**config.mk**
```make
export PLATFORM = sky130hd
export DESIGN_NAME = fetch_queue
export DESIGN_NICKNAME = d
export VERILOG_FILES = /design/src/rtl/fetch_queue.sv
export SDC_FILE = /design/constraint.sdc
export NUM_CORES = 1
export LEC_CHECK = 0
export CORE_UTILIZATION = 35
export CTS_CLUSTER_SIZE = 30
export DETAILED_ROUTE_END_ITERATION = 8
export GPL_TIMING_DRIVEN = 0
export PLACE_DENSITY = 0.64
export SLEW_MARGIN = 25
export SYNTH_ARGS = -nofsm -noshare
export SYNTH_HDL_FRONTEND = slang
export SYNTH_SLANG_ARGS = --single-unit
export TNS_END_PERCENT = 30
```
**constraint.sdc**
```tcl
create_clock -name clk -period 4.6 [get_ports clk]
set_input_delay 1.15 -clock clk [delete_from_list [all_inputs] [get_ports clk]]
set_output_delay 1.15 -clock clk [all_outputs]
set_load 0.01 [all_outputs]
```
**src/rtl/fetch_queue.sv**
```systemverilog
// ---------------------------------------------------------------------------
// fetch_queue
//
// Small FIFO sitting between the fetch and decode stages. Fetch pushes
// {pc, instr} pairs, decode pops them in order. A branch/jump redirect from
// decode (flush) empties the queue and drops whatever is being offered in
// that cycle.
//
// Parameters:
//   DEPTH      number of entries (power of two, >= 2)
//
// Ports:
//   clk        clock, rising edge
//   reset      synchronous, active-high reset (beats flush and handshakes)
//   in_valid   fetch presents an instruction
//   in_pc      PC of the presented instruction
//   in_instr   presented instruction word
//   in_ready   queue can accept (fetch PC write enable)
//   flush      redirect: discard all queued entries
//   out_valid  head entry available to decode
//   out_pc     PC of the head entry (0 when out_valid is low)
//   out_instr  instruction of the head entry (0 / nop when out_valid is low)
//   out_ready  decode consumes the head this cycle
//   count      number of occupied entries, 0..DEPTH
//
// Configuration macro:
//   FETCH_QUEUE_BYPASS_EN  when defined, an instruction offered to an empty
//                          queue is shown to decode in the same cycle, and
//                          passes straight through if decode takes it.
// ---------------------------------------------------------------------------
module fetch_queue #(
    parameter int DEPTH = 2
) (
    input  logic                   clk,
    input  logic                   reset,
    input  logic                   in_valid,
    input  logic [31:0]            in_pc,
    input  logic [31:0]            in_instr,
    output logic                   in_ready,
    input  logic                   flush,
    output logic                   out_valid,
    output logic [31:0]            out_pc,
    output logic [31:0]            out_instr,
    input  logic                   out_ready,
    output logic [$clog2(DEPTH):0] count
);

    localparam int AW = $clog2(DEPTH);
    localparam int CW = AW + 1;

    logic [31:0]   r_mem_pc    [DEPTH];
    logic [31:0]   r_mem_instr [DEPTH];
    logic [AW-1:0] r_wr_ptr;
    logic [AW-1:0] r_rd_ptr;
    logic [CW-1:0] r_count;

    logic w_has_entry;
    logic w_bypass;
    logic w_enq;
    logic w_deq;

    // Head is only presented when something is stored and no redirect is
    // killing it this cycle.
    assign w_has_entry = (r_count != '0) && !flush;

    // Registered-state-only ready: a dequeue while full does not open a slot
    // until the following cycle, keeping out_ready off the fetch PC path.
    assign in_ready = (r_count < CW'(DEPTH));

`ifdef FETCH_QUEUE_BYPASS_EN
    assign w_bypass = (r_count == '0) && in_valid && !flush;
`else
    assign w_bypass = 1'b0;
`endif

    // A bypassed instruction that decode takes immediately is never stored.
    assign w_enq = in_valid && in_ready && !flush && !(w_bypass && out_ready);
    assign w_deq = w_has_entry && out_ready;

    // Output mux: stored head first, then the bypassed input, else nop (0).
    always_comb begin
        out_valid = 1'b0;
        out_pc    = '0;
        out_instr = '0;
        if (w_has_entry) begin
            out_valid = 1'b1;
            out_pc    = r_mem_pc[r_rd_ptr];
            out_instr = r_mem_instr[r_rd_ptr];
        end else if (w_bypass) begin
            out_valid = 1'b1;
            out_pc    = in_pc;
            out_instr = in_instr;
        end
    end

    // Pointers wrap naturally since DEPTH is a power of two. Reset clears the
    // storage too; flush only needs to clear pointers and occupancy.
    always_ff @(posedge clk) begin
        if (reset) begin
            r_wr_ptr <= '0;
            r_rd_ptr <= '0;
            r_count  <= '0;
            for (int i = 0; i < DEPTH; i++) begin
                r_mem_pc[i]    <= '0;
                r_mem_instr[i] <= '0;
            end
        end else if (flush) begin
            r_wr_ptr <= '0;
            r_rd_ptr <= '0;
            r_count  <= '0;
        end else begin
            if (w_enq) begin
                r_mem_pc[r_wr_ptr]    <= in_pc;
                r_mem_instr[r_wr_ptr] <= in_instr;
                r_wr_ptr              <= r_wr_ptr + AW'(1);
            end
            if (w_deq) begin
                r_rd_ptr <= r_rd_ptr + AW'(1);
            end
            if (w_enq && !w_deq) begin
                r_count <= r_count + CW'(1);
            end else if (w_deq && !w_enq) begin
                r_count <= r_count - CW'(1);
            end
        end
    end

    assign count = r_count;

endmodule

```
## After elaboration in Yosys (flattened, before gate mapping)

Memory sizes are Yosys's and may differ from the RTL's. A register that Yosys moved wholly into a read port is not among the register bits.
Cells that the tools add are included.

- Register bits after elaboration: 4
- Memory bits (writable): 128
- Input port bits: 69
- Output and inout port bits: 68
- Word-level logic and storage cells: 45
- Memories kept: 2

Memories:

| memory | words | bits a word | rd ports | clocked after memory_dff | wr ports | RTL line | RTL |
|---|---|---|---|---|---|---|---|
| r_mem_instr | 2 | 32 | 1 | 1 | 2 | 52 | `logic [31:0] r_mem_instr [DEPTH];` |
| r_mem_pc | 2 | 32 | 1 | 1 | 2 | 51 | `logic [31:0] r_mem_pc [DEPTH];` |

- $add $sub $neg: 4
- $lt $le $gt $ge: 1
- Muxes and demuxes: 21
- Reductions and logical operators: 14

Operators by type and width:

| cell | count |
|---|---|
| $mux 32 | 4 |
| $reduce_or 32->1 | 2 |
| $mux 1 | 15 |
| $logic_and 1x1->1 | 6 |
| $mux 2 | 2 |
| $reduce_bool 2->1 | 2 |
| $logic_not 1->1 | 3 |
| $add 1x1->1 const B | 2 |
| $add 2x1->2 const B | 1 |
| $lt 2x2->1 const B | 1 |
| $reduce_or 2->1 | 1 |
| $sub 2x1->2 const B | 1 |

## Longest topological paths before layout

- Word-level depth: 9
- Depth in mapped cells: 10
- Mapped depth without buffers: 8

## Worst setup path after synthesis

No wires, ideal clock.

- Path type: input -> register
- From: input port reset
- To: memory r_mem_instr[0][0] (enable)
- Library setup time: 0.421 ns
- Data arrival time: 2.661 ns
- Required time: 4.179 ns
- Setup slack: 1.518 ns
- Cell stages on the path: 2
- Path buffers: 1
- Cells stage by stage: buf_2 > a21o_1

RTL lines:

| element | RTL line | RTL |
|---|---|---|
| start: declaration | 35 | `input logic reset,` |
| end: declaration | 52 |  |

## Final worst setup path

- From: input port flush
- To: output port out_instr[26]

- Cells in the longest elaborated chain, start to end: 3

RTL lines:

| element | RTL line | RTL |
|---|---|---|
| start: declaration | 40 | `input logic flush,` |
| $logic_not 1->1 | 64 | `assign w_has_entry = (r_count != '0) && !flush;` |
| $logic_and 1x1->1 | 64 |  |
| $mux 32 | 85 | `if (w_has_entry) begin` |
| end: declaration | 43 | `output logic [31:0] out_instr,` |

No other way between the ends.

==> reports/summary.md <==
## Synth
- **Netlist Area Pre-Place** 6147 µm²
- **area leader, netlist** edfxtp_1
- **cell types occupying the most area after synthesis** edfxtp_1, and3_1, mux2i_1
- **cell count after synthesis** 460
- **proportion of synthesized chip area in sequential cells** 64.16%
- **nets in the synthesized netlist** 530
- **Synth Register Bits** 133
- **number of unique standard cell types used by synthesis** 25
- **post-synthesis average cell area** 13.36 µm²
- **share of Yosys cell area claimed by the top area cell type** 62.53%
- **Synth Warn #** 0

## Power and ir drop
- **maximum resistive drop on vdd** 0.2470 mV
- **Overall Power** 2.921 mW
- **Static Leak** 3.356 nW
- **net load switching power** 0.6490 mW
- **total power density per cell area** 349.3 nW/µm²
- **Comb pwr share** 9.7%
- **Switching Fraction** 22.22%
- **part of the power in the clock network** 41.7%
- **power share of the sequential group** 48.6%
- **internal power** 2.272 mW

## Worst setup path
- **launching element type of the critical path** primary input
- **peak fanout along the critical path** 10
- **cell occurring most often along the worst timing path** clkdlybuf4s50_1
- **critical path class** in2out
- **CP cell instances** clkdlybuf4s50_1, or2_1, clkbuf_1, nor2_1, clkdlybuf4s50_1
- **Levels on crit path** 5
- **Setup crit end kind** primary output
- **CP required** 3450 ps
- **Slowest-stage cell, CP** clkdlybuf4s50_1
- **cell class contributing the biggest share of worst-path delay** buffers and inverters
- **Worst Reg-to-Reg Cells** 5
- **delay of the slowest cell on the worst path** 570 ps
- **Critical path buffers and inverters** 3
- **Data arrival, critical path** 3130 ps

## Die
- **cell row count** 48
- **effective utilization at floorplan** 35.66%
- **number of top-level design ports** 137
- **Placeable Area** 17240 µm²
- **die width** 134.5 µm
- **Die ar.** 18100 µm²
- **Die Y** 134.5 µm

## Timing
- **worst max-slew margin expressed relative to the limit** 61.09%
- **shortest clock period the worst path allows after layout** 4278 ps
- **TNS Setup** 0 ps
- **transition time at the pin with the least slew margin** 583.6 ps
- **final slew viol count** 0
- **final setup violating endpoints** 0
- **final clock period utilization by the worst path** 93.01%
- **Max Clock Skew** 8.134 ps
- **final number of hold-violating endpoints** 0
- **highest clock rate** 233.7 MHz
- **unrepaired setup endpoints after global routing** false

## Drt
- **per-cell via count in the routed design** 4.900
- **Routed Wire Length** 15080 µm
- **count of unresolved DRC violations after routing** 0
- **violation count after the first detailed-routing iteration** 220
- **Initial DRT Pass Iterations** 5
- **number of vias after detailed routing** 4185
- **number of routed nets with antenna violations** 0
- **WL/cell** 17.66 µm

## CTS
- **clock tree from TritonCTS** done
- **clock-pin transition on the worst setup and hold timing paths** 50 ps
- **buffers inserted by post-CTS timing repair** 0
- **worst skew pair latency** 420 ps
- **hold buffer count at cts** 0
- **number of gates given a new drive strength after cts** 0
- **CTS buffer count** 17
- **Sinks on Clock Net** 133
- **maximum level of the CTS H-tree** 4
- **cell chosen for the clock root** clkbuf_16
- **number of buffers on the longest clock path** 2

## Final layout
- **cell area after layout** 8363 µm²
- **FILL cells** 1490
- **area growth from synthesis to layout** 36.05%
- **Layout Nets** 686
- **number of diodes** 0
- **share of final-layout standard cells stronger than drive strength 1** 10.49%

## Min path
- **Worst Hold Path Cells** 2
- **Hold Crit Class** reg2reg

## Place
- **routability cong.** 0.7778
- **buffers added on ports** 135
- **total placed instance area** 7835 µm²
- **final HPWL from detailed placement** 10190 µm

## GRT
- **most crowded layer after global routing** met2
- **grt total ovfl** 0
- **vias in the first global route** 4369
- **met2 capacity usage during global routing** 29.62%
- **overall routing resource usage** 17.50%
- **routing usage on met3** 4.805%
- **met1 demand-to-capacity share in global routing** 21.21%
- **number of antenna violations at the first check in global routing** 0
- **largest net degree at the start of global routing** 37
- **global-route wire length before repair** 23130 µm

## Flow run
- **Max-Cap Viols** 0

## Status
- **result of the run** complete, no violations

placed cells by master (no fill, tap or decap):
master and instances:
clkdlybuf4s50_1 135, and3_1 128, edfxtp_1 128, nor2_1 66, mux2i_1 64, buf_6 21, clkbuf_16 17, clkbuf_1 16
buf_2 11, dfxtp_1 5, nor3_1 4, xor2_1 3, clkinvlp_4 3, clkinv_2 3, inv_1 2, nor2b_1 2
a21o_4 2, o21ai_0 2, clkinv_1 2, buf_12 2, nand2b_4 1, or2_1 1, nor2_2 1, nor2b_2 1
nand2_1 1, nor2_4 1, xnor2_1 1, or3_1 1, a211oi_1 1, clkbuf_2 1, ha_1 1, bufinv_16 1
clkinv_4 1
routing by layer:
layer	wire length (µm)	vias to the layer above
li1	-	2004
met1	6561	2043
met2	7530	125
met3	811	13
met4	176	0
met5	0	-
path summary, 6_finish.rpt:
check	end	slack (ps)	start
worst max-delay path	out_instr[26]	320	flush
worst min-delay path	r_rd_ptr$_SDFFE_PP0P_	560	r_rd_ptr$_SDFFE_PP0P_
worst max register to register	r_mem_pc[0][2]$_SDFFCE_PN0P_	2470	count[1]$_SDFFE_PP0P_
worst min register to register	r_rd_ptr$_SDFFE_PP0P_	560	r_rd_ptr$_SDFFE_PP0P_
registers in the layout, summed over array words and instances, names as in the netlist, named ones only:
name,cells
count,2
r_mem_instr,64
r_mem_pc,64
r_rd_ptr,1
r_wr_ptr,1
synthesized netlist by cell type, drive strengths merged:
cell type,number
dfxtp,5
o21ai,2
xnor2,1
inv,2
ha,1
or2,1
and3,128
buf,32
nand2b,1
edfxtp,128
xor2,3
nor2b,3
a21o,2
clkbuf,12
nor2,68
a211oi,1
mux2i,64
nand2,1
or3,1
nor3,4
cell type report:
type	instances	area, µm²	share of cell area (%)
sequential	133	3944	47.16
clock buffer	22	444.2	5.311
clock inverter	10	83.83	1.002
timing repair buffer	137	1391	16.64
inverter	2	7.507	0.08977
tap	225	281.5	3.366
buffer	44	337.8	4.039
multi-input combinational	281	1873	22.40
kinds of logic (layout without fill, tap and decap cells):
kind of cell,Yosys count,in the layout,synth area share (%)
compound gates,5,5,0.5292
xor+xnor,4,4,0.5700
fa+ha+maj,1,1,0.2035
buf+inv,46,215,5.618
flops,133,133,64.16
mux,64,64,10.42
simple gates,207,207,18.50
tightest hold or removal path: cells and delay by family, from the launching register on:
kind	cells	cell delay, ps
xor gates and xnor gates	1	80
DFF	1	320
and+or+nand+nor	1	110
through the flow:
stage	setup slack (ps)	instances	utilization [%]	hold slack [ps]
global route	261.4	854	48.52	640.2
global placement	158.2	820	45.14	546.3
finish	321.6	854	48.52	562.0
floorplan	1518	460	-	520.0
CTS	330.6	854	48.52	566.9
detailed placement	327.4	822	45.46	552.1
power by group through the flow:
| stage | registers [mW] | clock network [mW] | logic (mW) |
|---|---|---|---|
| after floorplan | 1.44 | 0 | 0.136 |
| after global placement | 1.44 | 0 | 0.274 |
| after detailed placement | 1.44 | 0 | 0.288 |
| after CTS | 1.42 | 1.24 | 0.289 |
| after global routing | 1.42 | 1.30 | 0.308 |
| final | 1.42 | 1.22 | 0.284 |
Note: power is estimated with default switching activity, not from simulation.
